$ cat src/rtl/lt24_pkg.sv
// ---------------------------------------------------------------------------
// lt24_pkg
// Shared definitions for the LT24 (ILI9341, 8080-style) pixel path:
//   - ILI9341 opcodes used by the pixel writer
//   - RGB565 colour constants used by the game logic
//   - writer FSM state type and the bus-word record passed to the bus cycler
// No ports; imported with "import lt24_pkg::*;".
// ---------------------------------------------------------------------------
package lt24_pkg;

  // ILI9341 opcodes
  localparam logic [7:0] CMD_CASET = 8'h2A;  // column address set
  localparam logic [7:0] CMD_PASET = 8'h2B;  // page (row) address set
  localparam logic [7:0] CMD_RAMWR = 8'h2C;  // memory write

  // RGB565 colours
  localparam logic [15:0] BLACK  = 16'h0000;
  localparam logic [15:0] GREEN  = 16'h07E0;
  localparam logic [15:0] RED    = 16'hF800;
  localparam logic [15:0] BLUE   = 16'h001F;
  localparam logic [15:0] YELLOW = 16'hFFE0;

  // Index of the pixel-data word within a full (miss) sequence of 12 words.
  localparam logic [3:0] WORD_PIXEL = 4'd11;

  typedef enum logic [1:0] {
    ST_IDLE,
    ST_ADDR,
    ST_PIXEL
  } wr_state_e;

  // One word on the LT24 bus: rs=0 command, rs=1 data.
  typedef struct packed {
    logic        rs;
    logic [15:0] data;
  } bus_word_t;

  function automatic bus_word_t cmd_word(input logic [7:0] op);
    return '{rs: 1'b0, data: {8'h00, op}};
  endfunction

  function automatic bus_word_t byte_word(input logic [7:0] b);
    return '{rs: 1'b1, data: {8'h00, b}};
  endfunction

endpackage

$ cat src/rtl/lt24_bus_cycle.sv
// ---------------------------------------------------------------------------
// lt24_bus_cycle
// Drives one 8080-style write word: on start_i, RS/Data are loaded and Wr_n
// goes low in the same cycle; Wr_n stays low WR_LOW clocks, then high
// WR_HIGH clocks, with RS/Data held until the end of the high phase.
// done_o pulses on the last high-phase cycle; a start_i in that same cycle
// launches the next word back-to-back.
// Ports:
//   clk, rst_n     clock, asynchronous active-low reset
//   start_i        launch a word (sampled at the clock edge)
//   word_i         {rs, data} for the word being launched
//   wr_n_o         write strobe (panel latches on its rising edge)
//   rs_o, data_o   register-select and bus data, held per word
//   done_o         last cycle of the current word
// ---------------------------------------------------------------------------
module lt24_bus_cycle
  import lt24_pkg::*;
#(
  parameter int WR_LOW  = 2,
  parameter int WR_HIGH = 2
) (
  input  logic        clk,
  input  logic        rst_n,
  input  logic        start_i,
  input  bus_word_t   word_i,
  output logic        wr_n_o,
  output logic        rs_o,
  output logic [15:0] data_o,
  output logic        done_o
);

  localparam int PERIOD = WR_LOW + WR_HIGH;
  localparam int PW     = $clog2(PERIOD);
  localparam logic [PW-1:0] LOW_LAST = PW'(WR_LOW - 1);
  localparam logic [PW-1:0] LAST     = PW'(PERIOD - 1);

  logic          busy_q, busy_d;
  logic [PW-1:0] phase_q, phase_d;
  logic          wr_n_q, wr_n_d;
  logic          rs_q, rs_d;
  logic [15:0]   data_q, data_d;

  assign done_o = busy_q && (phase_q == LAST);

  always_comb begin
    // NOTE: every _d gets its _q as a default before any branch, so no path
    // leaves a combinational variable unassigned and no latch is inferred.
    busy_d  = busy_q;
    phase_d = phase_q;
    wr_n_d  = wr_n_q;
    rs_d    = rs_q;
    data_d  = data_q;
    if (start_i) begin
      busy_d  = 1'b1;
      phase_d = '0;
      wr_n_d  = 1'b0;
      rs_d    = word_i.rs;
      data_d  = word_i.data;
    end else if (busy_q) begin
      phase_d = phase_q + 1'b1;
      if (phase_q == LOW_LAST) wr_n_d = 1'b1;
      if (done_o) begin
        busy_d  = 1'b0;
        phase_d = '0;
      end
    end
  end

  // NOTE: state registers use non-blocking assignments only, so every
  // register in the design samples pre-edge values regardless of block order.
  always_ff @(posedge clk or negedge rst_n) begin
    if (!rst_n) begin
      busy_q  <= 1'b0;
      phase_q <= '0;
      wr_n_q  <= 1'b1;
      rs_q    <= 1'b1;
      data_q  <= '0;
    end else begin
      busy_q  <= busy_d;
      phase_q <= phase_d;
      wr_n_q  <= wr_n_d;
      rs_q    <= rs_d;
      data_q  <= data_d;
    end
  end

  assign wr_n_o = wr_n_q;
  assign rs_o   = rs_q;
  assign data_o = data_q;

endmodule

$ cat src/rtl/lt24_pixel_writer.sv
// ---------------------------------------------------------------------------
// lt24_pixel_writer
// Pixel sink for the game/render logic. Accepts one pixel per
// pixelWrite/pixelReady handshake and writes it to the ILI9341 on the LT24
// bus. When the pixel is not the panel's auto-increment successor of the
// previous one, the CASET/PASET/RAMWR window sequence is sent first.
// Ports:
//   clock, reset_n          system clock, asynchronous active-low reset
//   xAddr[7:0], yAddr[8:0]  pixel column / row
//   pixelData[15:0]         RGB565 colour
//   pixelWrite              request; accepted when pixelReady is high
//   pixelReady              high only when idle
//   addrError               one-cycle pulse: out-of-range pixel dropped
//   LT24CS_n, LT24RS, LT24Wr_n, LT24Rd_n, LT24Data[15:0]  panel bus
// ---------------------------------------------------------------------------
module lt24_pixel_writer
  import lt24_pkg::*;
#(
  parameter int WIDTH   = 240,
  parameter int HEIGHT  = 320,
  parameter int WR_LOW  = 2,
  parameter int WR_HIGH = 2
) (
  input  logic        clock,
  input  logic        reset_n,
  input  logic [7:0]  xAddr,
  input  logic [8:0]  yAddr,
  input  logic [15:0] pixelData,
  input  logic        pixelWrite,
  output logic        pixelReady,
  output logic        addrError,
  output logic        LT24CS_n,
  output logic        LT24RS,
  output logic        LT24Wr_n,
  output logic        LT24Rd_n,
  output logic [15:0] LT24Data
);

  localparam logic [7:0] X_LAST    = 8'(WIDTH - 1);
  localparam logic [8:0] Y_LAST    = 9'(HEIGHT - 1);
  localparam logic [7:0] Y_LAST_HI = {7'd0, Y_LAST[8]};

  wr_state_e   state_q, state_d;
  logic [3:0]  word_q, word_d;          // next word of the sequence to launch
  logic        launch_q, launch_d;      // first cycle after accept
  logic [7:0]  x_q, x_d;
  logic [8:0]  y_q, y_d;
  logic [15:0] pix_q, pix_d;
  logic [7:0]  exp_x_q, exp_x_d;        // auto-increment successor
  logic [8:0]  exp_y_q, exp_y_d;
  logic        exp_valid_q, exp_valid_d;
  logic        cs_n_q, cs_n_d;
  logic        addr_err_q, addr_err_d;

  logic        bus_start;
  logic        bus_done;
  bus_word_t   bus_word;
  logic        accept;
  logic        in_range;
  logic        hit;

  function automatic bus_word_t word_at(input logic [3:0]  idx,
                                        input logic [7:0]  x,
                                        input logic [8:0]  y,
                                        input logic [15:0] pix);
    case (idx)
      4'd0:    return cmd_word(CMD_CASET);
      4'd1:    return byte_word(8'h00);          // x[15:8]; column fits in 8 bits
      4'd2:    return byte_word(x);
      4'd3:    return byte_word(8'h00);
      4'd4:    return byte_word(X_LAST);
      4'd5:    return cmd_word(CMD_PASET);
      4'd6:    return byte_word({7'd0, y[8]});
      4'd7:    return byte_word(y[7:0]);
      4'd8:    return byte_word(Y_LAST_HI);
      4'd9:    return byte_word(Y_LAST[7:0]);
      4'd10:   return cmd_word(CMD_RAMWR);
      default: return '{rs: 1'b1, data: pix};
    endcase
  endfunction

  assign accept   = pixelWrite && (state_q == ST_IDLE);
  assign in_range = (xAddr <= X_LAST) && (yAddr <= Y_LAST);
  assign hit      = exp_valid_q && (xAddr == exp_x_q) && (yAddr == exp_y_q);
  assign bus_word = word_at(word_q, x_q, y_q, pix_q);

  always_comb begin
    state_d     = state_q;
    word_d      = word_q;
    launch_d    = 1'b0;
    x_d         = x_q;
    y_d         = y_q;
    pix_d       = pix_q;
    exp_x_d     = exp_x_q;
    exp_y_d     = exp_y_q;
    exp_valid_d = exp_valid_q;
    cs_n_d      = cs_n_q;
    addr_err_d  = 1'b0;
    bus_start   = 1'b0;

    case (state_q)
      ST_IDLE: begin
        if (accept) begin
          x_d   = xAddr;
          y_d   = yAddr;
          pix_d = pixelData;
          if (!in_range) begin
            addr_err_d = 1'b1;
          end else begin
            launch_d = 1'b1;
            if (hit) begin
              state_d = ST_PIXEL;
              word_d  = WORD_PIXEL;
            end else begin
              state_d = ST_ADDR;
              word_d  = 4'd0;
            end
          end
        end
      end

      // Words are chained: the next one launches in the done cycle of the
      // previous one, so the whole sequence costs one extra launch cycle.
      ST_ADDR: begin
        if (launch_q || bus_done) begin
          bus_start = 1'b1;
          if (word_q == WORD_PIXEL) state_d = ST_PIXEL;
          else                      word_d  = word_q + 4'd1;
        end
      end

      ST_PIXEL: begin
        if (launch_q) begin
          bus_start = 1'b1;
        end else if (bus_done) begin
          state_d     = ST_IDLE;
          cs_n_d      = 1'b1;
          exp_valid_d = 1'b1;
          if (x_q == X_LAST) begin
            exp_x_d = 8'd0;
            exp_y_d = (y_q == Y_LAST) ? 9'd0 : y_q + 9'd1;
          end else begin
            exp_x_d = x_q + 8'd1;
            exp_y_d = y_q;
          end
        end
      end

      default: state_d = ST_IDLE;
    endcase

    if (bus_start) cs_n_d = 1'b0;
  end

  always_ff @(posedge clock or negedge reset_n) begin
    if (!reset_n) begin
      state_q     <= ST_IDLE;
      word_q      <= 4'd0;
      launch_q    <= 1'b0;
      x_q         <= '0;
      y_q         <= '0;
      pix_q       <= '0;
      exp_x_q     <= '0;
      exp_y_q     <= '0;
      exp_valid_q <= 1'b0;
      cs_n_q      <= 1'b1;
      addr_err_q  <= 1'b0;
    end else begin
      state_q     <= state_d;
      word_q      <= word_d;
      launch_q    <= launch_d;
      x_q         <= x_d;
      y_q         <= y_d;
      pix_q       <= pix_d;
      exp_x_q     <= exp_x_d;
      exp_y_q     <= exp_y_d;
      exp_valid_q <= exp_valid_d;
      cs_n_q      <= cs_n_d;
      addr_err_q  <= addr_err_d;
    end
  end

  lt24_bus_cycle #(
    .WR_LOW  (WR_LOW),
    .WR_HIGH (WR_HIGH)
  ) u_bus (
    .clk     (clock),
    .rst_n   (reset_n),
    .start_i (bus_start),
    .word_i  (bus_word),
    .wr_n_o  (LT24Wr_n),
    .rs_o    (LT24RS),
    .data_o  (LT24Data),
    .done_o  (bus_done)
  );

  assign pixelReady = (state_q == ST_IDLE);
  assign addrError  = addr_err_q;
  assign LT24CS_n   = cs_n_q;
  assign LT24Rd_n   = 1'b1;

endmodule
$ cat config.mk
export PLATFORM = sky130hd
export DESIGN_NAME = lt24_pixel_writer
export DESIGN_NICKNAME = d
export VERILOG_FILES = /design/src/rtl/lt24_pkg.sv /design/src/rtl/lt24_bus_cycle.sv /design/src/rtl/lt24_pixel_writer.sv
export SDC_FILE = /design/constraint.sdc
export NUM_CORES = 1
export LEC_CHECK = 0
export CAP_MARGIN = 15
export CELL_PAD_IN_SITES_DETAIL_PLACEMENT = 0
export CELL_PAD_IN_SITES_GLOBAL_PLACEMENT = 1
export CORE_AREA = 2 2 101 103
export DETAILED_ROUTE_END_ITERATION = 10
export DIE_AREA = 0 0 103 105
export PLACE_DENSITY_LB_ADDON = 0.1
export SYNTH_ARGS = -nofsm -noshare
export SYNTH_HDL_FRONTEND = slang
export SYNTH_SLANG_ARGS = --single-unit
$ cat constraint.sdc
create_clock -name clock -period 2.65 [get_ports clock]
set_clock_uncertainty 0.15 [all_clocks]
set_input_delay 0.265 -clock clock [delete_from_list [all_inputs] [get_ports clock]]
set_output_delay 0.265 -clock clock [all_outputs]
set_load 0.005 [all_outputs]
=== After elaboration in Yosys (flattened, before gate mapping) ===
Cells that the tools add are included.

* $add $sub $neg: 4
* $lt $le $gt $ge: 2
* Equality and inequality tests: 27
* Multiplexer cells: 40
* Bitwise operators: 1
* Reductions and logical operators: 20

{| class="wikitable"
|+ Operators with widths
! operator !! number
|-
| 17-bit case mux with 10 select lines || 1
|-
| 2-bit two-way mux || 10
|-
| 4-bit two-way mux || 5
|-
| 1-bit two-way mux || 18
|-
| 9-bit two-way mux || 2
|-
| 4-bit by 3-bit == test with 1-bit output (second input constant) || 4
|-
| 4-bit == test (second input constant) || 4
|-
| 2-bit inequality test (second input constant) || 5
|-
| 2-bit nonzero test || 5
|-
| 9-bit by 1-bit adder with 9-bit output (second input constant) || 1
|-
| 9-bit == test || 1
|-
| 9-bit == test (second input constant) || 1
|-
| 9-bit <= comparator (second input constant) || 1
|-
| 8-bit by 1-bit adder with 8-bit output (second input constant) || 1
|-
| 4-bit by 2-bit == test with 1-bit output (second input constant) || 2
|-
| 8-bit == test || 1
|-
| 8-bit == test (second input constant) || 1
|-
| 8-bit <= comparator (second input constant) || 1
|-
| 8-bit two-way mux || 1
|-
| 4-bit case mux with 2 select lines || 1
|-
| 2-bit by 1-bit inequality test with 1-bit output (second input constant) || 3
|-
| 2-bit case mux with 3 select lines || 1
|-
| 3-bit AND reduction || 2
|-
| 6-bit AND reduction || 1
|-
| 14 further kinds || 21
|}

* Flip-flop bits (word level): 81

=== Logic depth before layout (Yosys ltp) ===
Gate-level depths: netlist of the first run.

* Depth after elaboration: 7
* Mapped depth: 10

=== Cells and area by module ===
A second synthesis of the first run with hierarchy kept.

* Cell total of the unflattened synthesis: 375
* Area total of the unflattened synthesis: 4210.3 um^2

{| class="wikitable"
|+ By module, submodules not included
! module !! instances !! cells each !! area each (um^2) !! seq. area each (um^2)
|-
| lt24_pixel_writer || 1 || 323 || 3324.4 || 1502.7
|-
| lt24_bus_cycle || 1 || 52 || 885.8 || 528.0
|}

=== Worst setup path after synthesis of the first run ===
OpenSTA, ideal clock, no wires.

* Path type: reg-to-reg
* From: register word_q[0]
* To: register u_bus.data_q[10] (netlist: u_bus.data_o[10])
* Library setup time: 65 ps
* Data arrival time: 1830 ps
* Setup slack: 605 ps
* Cell stages (with the launch flop): 10
* Buffers on the path: 2
* Cells stage by stage: dfrtp_1 > inv_1 > ha_1 > clkbuf_1 > nor3_1 > nor2_1 > o2bb2ai_2 > and2_1 > buf_4 > a22o_1

* Word-level cells in the longest chain between the ends: 3
* Elaborated cells between the ends (all ways): 13
* Classes of those cells: 10 x eq/ne; 1 x mux; 2 x reduce/logical

{| class="wikitable"
|+ RTL lines
! element !! line !! RTL
|-
| start: declaration || lt24_pixel_writer.sv:44 || <nowiki>logic [3:0] word_q, word_d;</nowiki>
|-
| start signal: assignment || lt24_pixel_writer.sv:170 || <nowiki>word_q <= word_d;</nowiki>
|-
| 4-bit by 2-bit == test with 1-bit output / 4-bit by 1-bit == test with 1-bit output (equally long branches) || lt24_pixel_writer.sv:66 || <nowiki>case (idx)</nowiki>
|-
| 2-bit OR reduction (no line) || - ||
|-
| 17-bit case mux with 10 select lines (*) || lt24_pixel_writer.sv:66 ||
|-
| end signal: assignment || lt24_bus_cycle.sv:83 || <nowiki>data_q <= data_d;</nowiki>
|-
| end: declaration || lt24_bus_cycle.sv:41 || <nowiki>logic [15:0] data_q, data_d;</nowiki>
|}

Every way passes the cells marked *; elsewhere a longest branch is shown, timed or not.
A chain may end at the register's enable or synchronous reset.

=== Worst setup path after layout of the first run ===
* From: register word_q[0]
* To: register word_q[3]

* Word-level cells in the longest chain between the ends: 4
* Elaborated cells between the ends (all ways): 7
* Classes of those cells: 1 x add/sub; 2 x eq/ne; 3 x mux; 1 x reduce/logical

{| class="wikitable"
|+ RTL lines
! element !! line !! RTL
|-
| 4-bit by 1-bit adder with 4-bit output || lt24_pixel_writer.sv:128 || <nowiki>else word_d = word_q + 4'd1;</nowiki>
|-
| 4-bit two-way mux || lt24_pixel_writer.sv:127 || <nowiki>if (word_q == WORD_PIXEL) state_d = ST_PIXEL;</nowiki>
|-
| 4-bit two-way mux || lt24_pixel_writer.sv:125 || <nowiki>if (launch_q || bus_done) begin</nowiki>
|-
| 4-bit case mux with 2 select lines || lt24_pixel_writer.sv:101 || <nowiki>case (state_q)</nowiki>
|}

Parallel ways exist; a longest one is shown, timed or not. The select of a mux whose other input is x is not followed.

==> results of run 1 <==
-- logic make-up after synthesis --
family	Yosys count
AOI/OAI and AO/OA	93
xor gates and xnor gates	25
adders and majority gates	11
buffers and inverters	31
DFF	81
muxes	34
other	1
and+or+nand+nor	109
-- through the flow --
step | util (%) | instances | setup slack (ns) | instance area, µm²
6_report | 51.8 | 585 | 0.417 | 4990
5_1_grt | 51.8 | 585 | 0.233 | 4990
4_1_cts | 51.8 | 585 | 0.411 | 4990
3_5_place_dp | 49.8 | 568 | 0.337 | 4800
3_3_place_gp | 49.8 | 568 | 0.382 | 4800
2_1_floorplan | - | 385 | 0.605 | 4070
-- layout make-up --
class / count / area, µm²
clock inverters: 7 / 53.8
repair buffers: 70 / 666
fillers: 934 / 4650
inverters: 12 / 45.0
well taps: 133 / 166
multi-input cells: 273 / 1900
flip-flops and latches: 81 / 2030
clock buffers: 9 / 124
-- routing by layer --
layer | vias to the layer above | wire length, µm
li1 | 1492 | -
met1 | 1514 | 4670
met2 | 74 | 4600
met3 | 18 | 489
met4 | 0 | 183
met5 | - | 0
-- power by group through the flow --
stage / logic [W] / clock network, W / registers (W)
final: 0.000108 / 0.000846 / 0.00124
after global routing: 0.000119 / 0.000917 / 0.00124
after CTS: 0.000111 / 0.000861 / 0.00124
after detailed placement: 0.000109 / 0 / 0.00126
after global placement: 0.000109 / 0 / 0.00126
after floorplan: 0.0000162 / 0 / 0.00126
-- path summary, 6_finish.rpt --
kind                       slack [ns]              startpoint                      to  cells past startpoint
min in group clock               0.33  u_bus.rs_o$_DFFE_PN1P_  u_bus.rs_o$_DFFE_PN1P_                      2
max                              0.42   word_q[0]$_DFFE_PN0P_   word_q[3]$_DFFE_PN0P_                      6
max reg2reg                      0.42   word_q[0]$_DFFE_PN0P_   word_q[3]$_DFFE_PN0P_                      6
min reg2reg                      0.33  u_bus.rs_o$_DFFE_PN1P_  u_bus.rs_o$_DFFE_PN1P_                      2
max in group asynchronous        1.30                 reset_n    LT24CS_n$_DFFE_PN1P_                      3
min                              0.30                 reset_n  exp_x_q[2]$_DFFE_PN0P_                      2
-- registers in the layout (all words and copies together), names as in the netlist, 2 cells and up --
register,count
u_bus.data_o,16
exp_x_q,8
state_q,2
u_bus.phase_q,2
pix_q,16
y_q,9
x_q,8
word_q,4
exp_y_q,9
-- worst register-to-register path, stage by stage (launching register included) --
cell and delay (ns):
sky130_fd_sc_hd__dfrtp_1 0.42, sky130_fd_sc_hd__ha_1 0.36, sky130_fd_sc_hd__and2_1 0.23, sky130_fd_sc_hd__a221oi_2 0.28, sky130_fd_sc_hd__nand2_2 0.15, sky130_fd_sc_hd__or4_1 0.49, sky130_fd_sc_hd__o221ai_1 0.08
-- cells in the final DEF, fill, tap and decap left out, types with 3 or more instances in the layout --
| cell type | Yosys | routed |
|---|---|---|
| sky130_fd_sc_hd__inv_1 | 12 | 12 |
| sky130_fd_sc_hd__a221oi_1 | 3 | 3 |
| sky130_fd_sc_hd__ha_1 | 11 | 11 |
| sky130_fd_sc_hd__o21ai_0 | 22 | 22 |
| sky130_fd_sc_hd__nor2_1 | 27 | 27 |
| sky130_fd_sc_hd__o22ai_1 | 3 | 3 |
| sky130_fd_sc_hd__mux2_2 | 33 | 33 |
| sky130_fd_sc_hd__nor2b_1 | 3 | 3 |
| sky130_fd_sc_hd__a32oi_1 | 3 | 3 |
| sky130_fd_sc_hd__xor2_1 | 9 | 9 |
| sky130_fd_sc_hd__a22oi_1 | 4 | 4 |
| sky130_fd_sc_hd__o31ai_1 | 4 | 4 |
| sky130_fd_sc_hd__a22o_1 | 10 | 10 |
| sky130_fd_sc_hd__inv_6 | 0 | 3 |
| sky130_fd_sc_hd__a21oi_1 | 22 | 22 |
| sky130_fd_sc_hd__nand3_1 | 7 | 7 |
| sky130_fd_sc_hd__clkinvlp_4 | 0 | 3 |
| sky130_fd_sc_hd__buf_4 | 2 | 14 |
| sky130_fd_sc_hd__nor3_1 | 7 | 7 |
| sky130_fd_sc_hd__dfrtp_1 | 78 | 78 |
| sky130_fd_sc_hd__dfstp_2 | 3 | 3 |
| sky130_fd_sc_hd__nand2b_1 | 5 | 5 |
| sky130_fd_sc_hd__nand2_1 | 34 | 34 |
| sky130_fd_sc_hd__clkdlybuf4s50_1 | 0 | 55 |
| sky130_fd_sc_hd__xnor2_1 | 16 | 16 |
| sky130_fd_sc_hd__clkbuf_8 | 0 | 9 |
| sky130_fd_sc_hd__and3_1 | 4 | 4 |
| sky130_fd_sc_hd__and2_1 | 6 | 6 |
| sky130_fd_sc_hd__nand4_1 | 5 | 5 |
-- cell usage after synthesis, drive strengths merged (4+ instances only) --
cell	number	area, µm²
nor3	7	35.0
clkbuf	15	56.3
a22o	10	87.6
nor2	27	101
inv	12	45.0
ha	11	138
mux2	33	372
o21ai	24	120
a22oi	4	30.0
nand4	6	43.8
nand2b	5	31.3
nand2	35	134
buf	4	31.3
xnor2	16	140
and2	6	37.5
dfrtp	78	1950
o31ai	5	42.5
a21oi	22	110
nand3	7	35.0
and3	4	25.0
xor2	9	78.8
a221oi	4	41.3
==> flow_results.org, run 1 <==
** Synthesis
- Adder-cell share of the synthesized area :: 3.38%
- Post-synthesis async set-or-reset flop share :: between 90% and 100%
- Synthesized-area fraction occupied by ao, oa, aoi and oai cells :: 15.5%
- Yosys mapped a number of flops with a built-in enable equal to 0.
- The netlist uses between 50 and 60 different library cells.
- The synthesized netlist devotes 5.38% of its cell area to XOR and XNOR gates.
- The synthesized design contains 81 register bits.
- Among all flip-flop cells after synthesis, the most frequent one is sky130_fd_sc_hd__dfrtp_1.
- After Yosys synthesis, and, or, nand and nor cells account for 13.0% of the synthesized area.
- Syn_nets :: 432
- YS warnings :: 0
- Instance count of the mapped netlist :: about 390
- Sequential element share of the synthesized area :: between 40 and 50%
- Combinational family with the most area after synthesis :: compound AO/OA/AOI/OAI gates
- After synthesis, the mean cell area works out to 10.6 µm².
- The portion of synthesized area spent on multiplexers is a little under a tenth.
- Area of the mapped netlist :: slightly above 4000 µm²

** Timing
- Post-Route Setup TNS :: 0 ns
- Transition time at the pin with the least slew margin :: roughly 0.63 ns
- Maximum frequency from static timing analysis :: approximately 0.45 GHz
- Setup violations remaining at the end of the flow were counted as 0.
- The final number of max-transition violations is 0.
- The tightest hold path in the finished design has a slack of 0.297 ns.
- Measured against its own limit, the worst slew margin works out to 57.6%.
- In the finished design, the share of the clock period the worst path needs comes to a little over four fifths.
- Minimum clock period after layout :: between 2 and 2.5 ns
- Setup repair after global routing left no endpoint under its margin.
- Number of failing hold endpoints at the final stage :: 0

** Drt
- The first detailed-routing pass took 4 iterations.
- Total via count after detailed routing :: 3,098
- After detailed routing, the average wire length per cell comes to between 15 and 20 µm.
- After detailed routing, the number of vias per cell comes to 5.30.
- Aggregate routed wire length :: between 9000 and 10,000 µm
- After detailed routing, the number of remaining DRC violations is 0.
- The count of nets left with antenna violations once routing finished came out at 0.
- The detailed router finished its first iteration with 129 violations.

** Clock network
- TritonCTS buffer count :: 9
- Once the clock tree was built, the setup fixing pass inserted 0 buffers.
- Once the clock tree was built, the resizer swapped 0 gates to a different size.
- After clock tree synthesis, the clock-pin slew on the worst setup and hold paths is 0.10 ns.
- Count of H-tree levels built during CTS :: 3
- Number of buffers on the longest clock path :: 2
- Clock tree synthesis found a total of 81 sinks.
- Root buf cell :: sky130_fd_sc_hd__clkbuf_8
- Clock latency reported for the late side of the worst-skew pair :: 0.36 ns
- Cts hold-fix bufs :: 1
- TritonCTS clock tree :: yes

** Floorplan
- In this run the standard cell core region covers 9640 µm².
- Starting Density :: 42.2%
- The die covers 10,800 µm².
- just under 60 I/O pins were placed.
- Horizontal die dimension :: 103 µm
- Number of placement rows :: 36
- The die is 105 µm tall.

** Global route
- GRT Total Usage :: 20.2%
- The first global-routing pass estimated 16,900 µm of wire.
- For met2 alone, demand over resource in global routing was around 31%.
- GRT met3 Usage :: 3.48%
- Number of global-route vias before repair :: 3,243
- The number of antenna violations at the first check in global routing came to 0.
- Summed over all layers, the global routing overflow is 0.
- Largest net degree at the start of global routing :: 46
- Global routing met1 resource utilization :: between 20 and 30%
- Most utilized layer in the global route result :: met2

** Power and ir drop
- Static leakage :: approximately 2.2 nW
- Net switching is 25.0% of the power.
- Combinational logic is responsible for just under 5% of the overall power.
- Power per cell area :: 439 nW/µm²
- Summed over all nets, the switching power comes to roughly 0.00055 W.
- Of the total power, the clock network draws around two fifths.
- Internal power summed over all cells :: 0.00164 W
- Registers are responsible for 56.4% of the overall power.
- Max rail drop VDD :: between 0.2 and 0.3 mV
- Total power after layout :: 0.00219 W

** Final layout
- Synthesis-to-layout area growth :: 22.7%
- Fraction of layout cells with a size suffix above 1 :: 16.4%
- Number of inserted diodes :: 0
- Fin nets :: 494

** Status
- The flow ran to the end, and the final reports show no timing, DRC or antenna violations.

** Critical path
- Among all stages on the critical path, the largest delay is contributed by sky130_fd_sc_hd__or4_1.
- Maximum single-stage delay on the critical path :: 0.49 ns
- STA puts the critical path data required time at 2.77 ns.
- In this design, the largest share of critical-path delay is due to simple AND/OR/NAND/NOR gates.
- The worst setup path is captured at a register.
- The critical path is of the reg2reg type.
- Of all nets on the critical path, the largest fanout is 11.
- Worst endpoint data arrival time :: 2.36 ns
- Category of the worst setup path launch point :: register
- Counting both buffers and inverters, the worst setup path holds a total of 0.
- Traced cell by cell, the critical path runs through ha_1, and2_1, a221oi_2, nand2_2, or4_1, o221ai_1.

** Place
- At the end of routability-driven placement, the weighted congestion stood at 0.856.
- Number of I/O port buffers :: 56
- Detailed placement finished with a half-perimeter wire length of 7350 µm.

** Flow run
- Count of maximum capacitance violations :: 0

** Min path
- Class of the worst hold path :: in2async
Note: power is estimated with default switching activity, not from simulation.
==> run 2, diff against run 1 <==
==> constraint.sdc (replaced) <==
create_clock -name clock -period 2.2 [get_ports clock]
set_clock_uncertainty 0.15 [all_clocks]
set_input_delay 0.22 -clock clock [delete_from_list [all_inputs] [get_ports clock]]
set_output_delay 0.22 -clock clock [all_outputs]
set_load 0.005 [all_outputs]
==> flow_results.org, run 2 (same netlist as run 1, synthesis figures left out) <==
** Status
- Run status :: finished clean

** Global route
- Number of antenna violations at the first check in global routing :: 0
- GRT Total Usage :: 20.0%
- Number of global-route vias before repair :: about 3,200
- Grt total ovfl :: 0
- Wire length of the first global-routing pass :: roughly 17,000 µm
- Entering global routing, the biggest net connects 53 pins.

** Floorplan
- Row generation in the floorplan step produced 36 rows.
- Die height :: between 100 and 150 µm
- 58 I/O pins were placed.
- After floorplanning, the core was sized to cover 9640 µm².
- The die covers 10,800 µm².
- In this run the horizontal extent of the chip is 103 µm.
- Starting Density :: 42.2%

** Final layout
- Most common cell after layout, fill and taps aside :: sky130_fd_sc_hd__dfrtp_1
- Once layout is complete, the utilization of the core stands at 54.0%.
- After routing the design area is between 5000 and 6000 µm².
- 0 antenna diodes ended up in the layout.
- Relative to the synthesized area, the layout overhead comes to 27.9%.
- Cells with a size suffix above 1 make up 19.7% of the layout.
- Number of standard cells in the final layout excluding fillers :: 605
- The final layout contains 514 nets.
- Commonest non-fill, non-tap cells in the layout :: sky130_fd_sc_hd__dfrtp_1, sky130_fd_sc_hd__clkdlybuf4s50_1, sky130_fd_sc_hd__nand2_1

** Timing
- Maximum frequency from static timing analysis :: 0.486 GHz
- Minimum clock period after layout :: 2.06 ns
- The final critical path takes up 93.4% of the cycle.
- The worst path meets setup with 0.144 ns of slack.
- Setup repair after global routing left no endpoint under its margin.
- Setup violation total in the final timing report :: 0
- The final number of max-transition violations was 0.
- The hold violation total from the final report was 0.

** Critical path
- Category of the worst setup path launch point :: register
- Biggest fanout along the worst timing path :: 5
- STA puts the critical path data arrival time at between 2 and 2.5 ns.
- The critical path is of the reg2reg type.
- Required @ worst endpoint :: 2.31 ns
- Type of element capturing the critical path :: register

** Clock network
- No sink is reached through more buffers than the 2 on the longest clock path.
- Clock-pin transition on the worst setup and hold timing paths :: approximately 0.080 ns
- Root buf cell :: sky130_fd_sc_hd__clkbuf_8
- Clock latency reported for the late side of the worst-skew pair :: 0.35 ns
- TritonCTS built the clock tree.
- CTS built an H-tree with a depth of 3.
- Count of buffers added by post-CTS timing repair for setup :: 0
- Number of clock sinks seen by CTS :: 81
- Clock tree synthesis inserted a total of 9 buffers.

** Drt
- Summed over all layers, the routed wires come to 10,000 µm.
- The first detailed-routing pass took 4 iterations.
- Number of remaining DRC errors :: 0
- Wire per inst :: roughly 17 µm
- The count of nets left with antenna violations once routing finished came out at 0.
- Total via count after detailed routing :: 3,140
- Initial DRC Count :: 163
- Dividing the detail-routed via count by the number of cells gives slightly above 5.

** Power and ir drop
- Static leakage :: 2.38 nW
- Total power after layout :: 0.00270 W
- VDD sags by at most 0.280 mV.
- Power spread over the standard cell area amounts to 519 nW/µm².

** Place
- The HPWL after detailed placement is 7320 µm.
- Placed Instance Area :: 5000 µm²
- Number of I/O port buffers :: 56
- Routability-driven placement finished with a final weighted congestion of around 0.84.
- Placed Instances :: ~590
- Worst Setup Slack post-DPL :: -0.00710 ns

** Min path
- Class of the worst hold path :: in2async

** Flow run
- Count of maximum capacitance violations :: 0
[run 2: where the power goes]
| part | internal, W | switching (W) |
|---|---|---|
| Combinational | 0.0000742 | 0.0000599 |
| Sequential | 0.00149 | 0 |
| Clock | 0.000526 | 0.000553 |
[run 2: final timing paths]
kind / start / to / slack [ns] / depth (start not counted)
min in group clock: pixelData[14] / pix_q[14]$_DFFE_PN0P_ / 0.32 / 2
worst max register to register: state_q[1]$_DFFE_PN0P_ / word_q[3]$_DFFE_PN0P_ / 0.14 / 7
worst max-delay path: state_q[1]$_DFFE_PN0P_ / word_q[3]$_DFFE_PN0P_ / 0.14 / 7
worst min register to register: u_bus.rs_o$_DFFE_PN1P_ / u_bus.rs_o$_DFFE_PN1P_ / 0.33 / 2
max in group asynchronous: reset_n / LT24CS_n$_DFFE_PN1P_ / 1.04 / 3
worst min-delay path: reset_n / addrError$_DFF_PN0_ / 0.19 / 2
[run 2: per-layer routing]
layer	up-vias	GRT usage, %	share of wire, %
met1	1530	27.8	47
met2	64	31.1	48
met3	14	5.15	4.2
met5	-	0	0
met4	0	4.98	1.4
li1	1532	-	-
[run 2: critical path, cell delays in order, from the launching register on]
cell and delay (ns):
sky130_fd_sc_hd__dfrtp_1 0.39, sky130_fd_sc_hd__inv_1 0.08, sky130_fd_sc_hd__ha_1 0.24, sky130_fd_sc_hd__and2_1 0.20
sky130_fd_sc_hd__a221oi_2 0.28, sky130_fd_sc_hd__nand2_2 0.08, sky130_fd_sc_hd__or4_1 0.46, sky130_fd_sc_hd__o221ai_1 0.09
[run 2: cell type report]
class / count / area (µm²)
fillers: 910 / 4440
flip-flops and latches: 81 / 2030
multi-input cells: 273 / 1910
repair buffers: 90 / 866
well taps: 133 / 166
clock buffers: 11 / 131
clock inverters: 5 / 57.6
inverters: 12 / 45.0
[run 2: per-stage QoR]
step / hold slack, ns / TNS [ns]
floorplan: -0.226 / 0
global route: 0.216 / 0
finish: 0.190 / 0
detailed placement: 0.0373 / -0.00710
global placement: 0.0294 / -0.0796
CTS: 0.194 / 0
[run 2: what timing repair did]
item	in CTS	in global routing
resized for setup	0	1
endpoints found under the hold margin	29	0
endpoints found under the setup margin	0	8
hold buffers	1	0
==> run 3, diff against run 2 <==
--- a/config.mk
+++ b/config.mk
@@ -8,9 +8,9 @@
 export CAP_MARGIN = 15
 export CELL_PAD_IN_SITES_DETAIL_PLACEMENT = 0
 export CELL_PAD_IN_SITES_GLOBAL_PLACEMENT = 1
-export CORE_AREA = 2 2 101 103
+export CORE_AREA = 2 2 98 100
 export DETAILED_ROUTE_END_ITERATION = 10
-export DIE_AREA = 0 0 103 105
+export DIE_AREA = 0 0 100 102
 export PLACE_DENSITY_LB_ADDON = 0.1
 export SYNTH_ARGS = -nofsm -noshare
 export SYNTH_HDL_FRONTEND = slang
==> constraint.sdc (replaced) <==
create_clock -name clock -period 2.45 [get_ports clock]
set_clock_uncertainty 0.15 [all_clocks]
set_input_delay 0.245 -clock clock [delete_from_list [all_inputs] [get_ports clock]]
set_output_delay 0.245 -clock clock [all_outputs]
set_load 0.005 [all_outputs]
==> flow_results.org, run 3 (same netlist as run 1, synthesis figures left out) <==
** Power and ir drop
- Summed over all cells, the static leakage comes to ~2.3 nW.
- The internal power of the cells totals 0.00178 W.
- Switching part of the total power :: 24.1%
- Comb power frac :: between 4 and 5%
- Power share of the clock group :: 38.0%
- For this design the ratio of total power to cell area is 466 nW/µm².
- Psw :: 0.000563 W
- Registers are responsible for 57.1% of the overall power.
- Across the VDD grid, the largest voltage drop is just under 0.3 mV.

** Floorplan
- From bottom edge to top edge, the die measures 102 µm.
- During I/O placement, the number of pins put on the boundary was 58.
- Number of placement rows :: 35
- Starting Density :: 44.7%
- From left edge to right edge, the die measures 100 µm.
- Area enclosed by the die boundary :: 10,200 µm²
- In this run the standard cell core region covers 9110 µm².

** Critical path
- STA classifies the critical path endpoint as a register.
- Worst setup path category :: reg2reg
- R2r setup slk :: 0.30 ns
- Measured in cells, the most critical reg-to-reg path has a length of 6.
- For the worst setup path, the data arrival time is ~2.3 ns.
- Required @ worst endpoint :: around 2.5 ns
- In this run the critical register-to-register path is launched from u_bus.phase_q[0]$_DFFE_PN0P_.
- Capturing point of the worst reg2reg path :: u_bus.data_o[10]$_DFFE_PN0P_
- Category of the worst setup path launch point :: register
- Of all nets on the critical path, the largest fanout is 8.

** Clock network
- Number of clock sinks seen by CTS :: 81
- TritonCTS buffer count :: 9
- Clock-pin slew was measured on the worst setup and hold paths at 0.08 ns.
- After clock tree synthesis, the setup repair step added 0 buffers.
- The H-tree was split into 3 levels.
- The clock passes through at most 2 buffers.
- TritonCTS built the clock tree.
- Root buf cell :: sky130_fd_sc_hd__clkbuf_8
- The later pin in the worst-skew pair is clocked with a latency of 0.35 ns.

** Timing
- Unrepaired setup endpoints after global routing :: no
- The hold violation total from the final report was 0.
- For the final routed database, the setup TNS stands at 0 ns.
- Hold is met by 0.258 ns.
- Subtracting the final worst setup slack from the clock period gives about 2.2 ns.
- For this run, the top clock speed supported by timing is 0.464 GHz.
- For the pin with the worst max-slew slack, the measured transition is 0.546 ns.
- Max-slew violation count :: 0
- Headroom to the max-slew limit came out at a little under two thirds.
- Setup violations remaining at the end of the flow were counted as 0.
- Of the available clock period, the critical path in the final layout requires between 80 and 90%.

** Global route
- Entering global routing, the biggest net connects 42 pins.
- The number of antenna violations at the first check in global routing came to 0.
- GRT Total Usage :: 20.6%
- The first global-routing pass estimated 16,100 µm of wire.
- After global routing the overflow that remains totals 0.
- Number of global-route vias before repair :: 3,151

** Drt
- Wires add up to 9840 µm.
- Number of detailed-routing iterations run before antenna repair :: 4
- Using the TritonRoute via totals, the vias-per-cell ratio works out to about 5.5.
- Antenna viol nets, final :: 0
- In the routed design, unresolved DRC markers number 0.
- Dividing the detail-routed wire length by the instance count gives 17.4 µm.
- Initial DRC Count :: about 110
- Total via count after detailed routing :: 3,091

** Final layout
- The repair_antennas step left the layout with diodes totalling 0.
- Most common cell after layout, fill and taps aside :: sky130_fd_sc_hd__dfrtp_1
- Compared with the post-synthesis result, the final layout area differs by 23.5%.
- In the layout the commonest cells are sky130_fd_sc_hd__dfrtp_1, sky130_fd_sc_hd__clkdlybuf4s50_1, sky130_fd_sc_hd__nand2_1.
- After the last flow step, the layout net total stands at 498.
- The filler cells instantiated in the layout total 849.
- The post-route netlist has 17.5% of its cells at a drive strength greater than 1.

** Place
- Total half-perimeter wirelength after legalization and detailed placement :: 7260 µm
- At the end of routability-driven placement, the weighted congestion stood at 0.799.
- Buffers placed on the I/O ports in this run total 56.

** Flow run
- The tool flagged a number of max-cap violations equal to 0.

** Min path
- The tightest min-delay check is of the in2async type.

** Status
- The flow ran to the end, and the final reports show no timing, DRC or antenna violations.
## run 3: changes by cell type in the layout (fill, tap and decap cells not counted)
cell                         before  now
sky130_fd_sc_hd__clkbuf_1         2    0
sky130_fd_sc_hd__bufinv_16        1    0
sky130_fd_sc_hd__buf_4           30   16
sky130_fd_sc_hd__ha_1            11   10
sky130_fd_sc_hd__ha_2             0    1
sky130_fd_sc_hd__buf_12           4    2
sky130_fd_sc_hd__clkinvlp_4       0    1
sky130_fd_sc_hd__inv_6            0    1
sky130_fd_sc_hd__inv_8            0    1
## run 3: final cells by class
cell class	count	area, µm²	area share (%)
clock buffer	9	124	2.47
clock inverter	7	55.1	1.10
inverter	12	45.0	0.897
multi-input combinational	273	1910	38.0
sequential	81	2030	40.4
tap	111	139	2.77
timing repair buffer	74	721	14.3
## run 3: power groups by stage
stage           logic, W  registers (W)  clock network, W
2_1_floorplan  0.0000175        0.00136                 0
3_3_place_gp    0.000115        0.00136                 0
3_5_place_dp    0.000116        0.00136                 0
4_1_cts         0.000118        0.00134          0.000922
5_1_grt         0.000127        0.00134          0.000969
6_report        0.000115        0.00134          0.000889
## run 3: through the flow
stage                     total power (W)  cells  worst slack (ns)  util, %  instance area [µm²]
after global placement            0.00148    550             0.220     53.0                 4830
after floorplan                   0.00138    385             0.405        -                 4070
final                             0.00234    567             0.296     55.1                 5020
after CTS                         0.00238    567             0.168     55.1                 5020
after global routing              0.00243    567            0.0642     55.1                 5020
after detailed placement          0.00148    550             0.164     53.0                 4830
## run 3: worst max-delay path by stage
stage	start	cells after the start	end
floorplan	word_q[0]$_DFFE_PN0P_	9	u_bus.data_o[10]$_DFFE_PN0P_
global placement	xAddr[7]	6	word_q[3]$_DFFE_PN0P_
detailed placement	xAddr[6]	6	word_q[3]$_DFFE_PN0P_
CTS	state_q[1]$_DFFE_PN0P_	7	u_bus.data_o[10]$_DFFE_PN0P_
global route	word_q[0]$_DFFE_PN0P_	8	u_bus.data_o[4]$_DFFE_PN0P_
finish	u_bus.phase_q[0]$_DFFE_PN0P_	6	u_bus.data_o[10]$_DFFE_PN0P_
## run 3: timing repair
item / 4_1_cts / 5_1_grt
hold buffers: 1 / 0
endpoints found under the setup margin: 0 / 9
endpoints found under the hold margin: 38 / 0
resized for setup: 0 / 2
## run 3: layer usage
metal  share of wire [%]  wire [µm]  GRT usage [%]  up-vias
met5                   0          0              0        -
met4                 1.5        148           6.22        0
met3                 2.5        247           3.56       11
met2                  48       4760           34.2       48
met1                  48       4690           27.9     1520
li1                    -          -              -     1512
## run 3: worst max-delay path: stages, from the launching register on
cell and delay, ns:
sky130_fd_sc_hd__dfrtp_1 0.42, sky130_fd_sc_hd__ha_1 0.25, sky130_fd_sc_hd__a21oi_1 0.33, sky130_fd_sc_hd__o21ai_0 0.16, sky130_fd_sc_hd__and2_1 0.26, sky130_fd_sc_hd__and2_2 0.27
sky130_fd_sc_hd__a22o_1 0.20
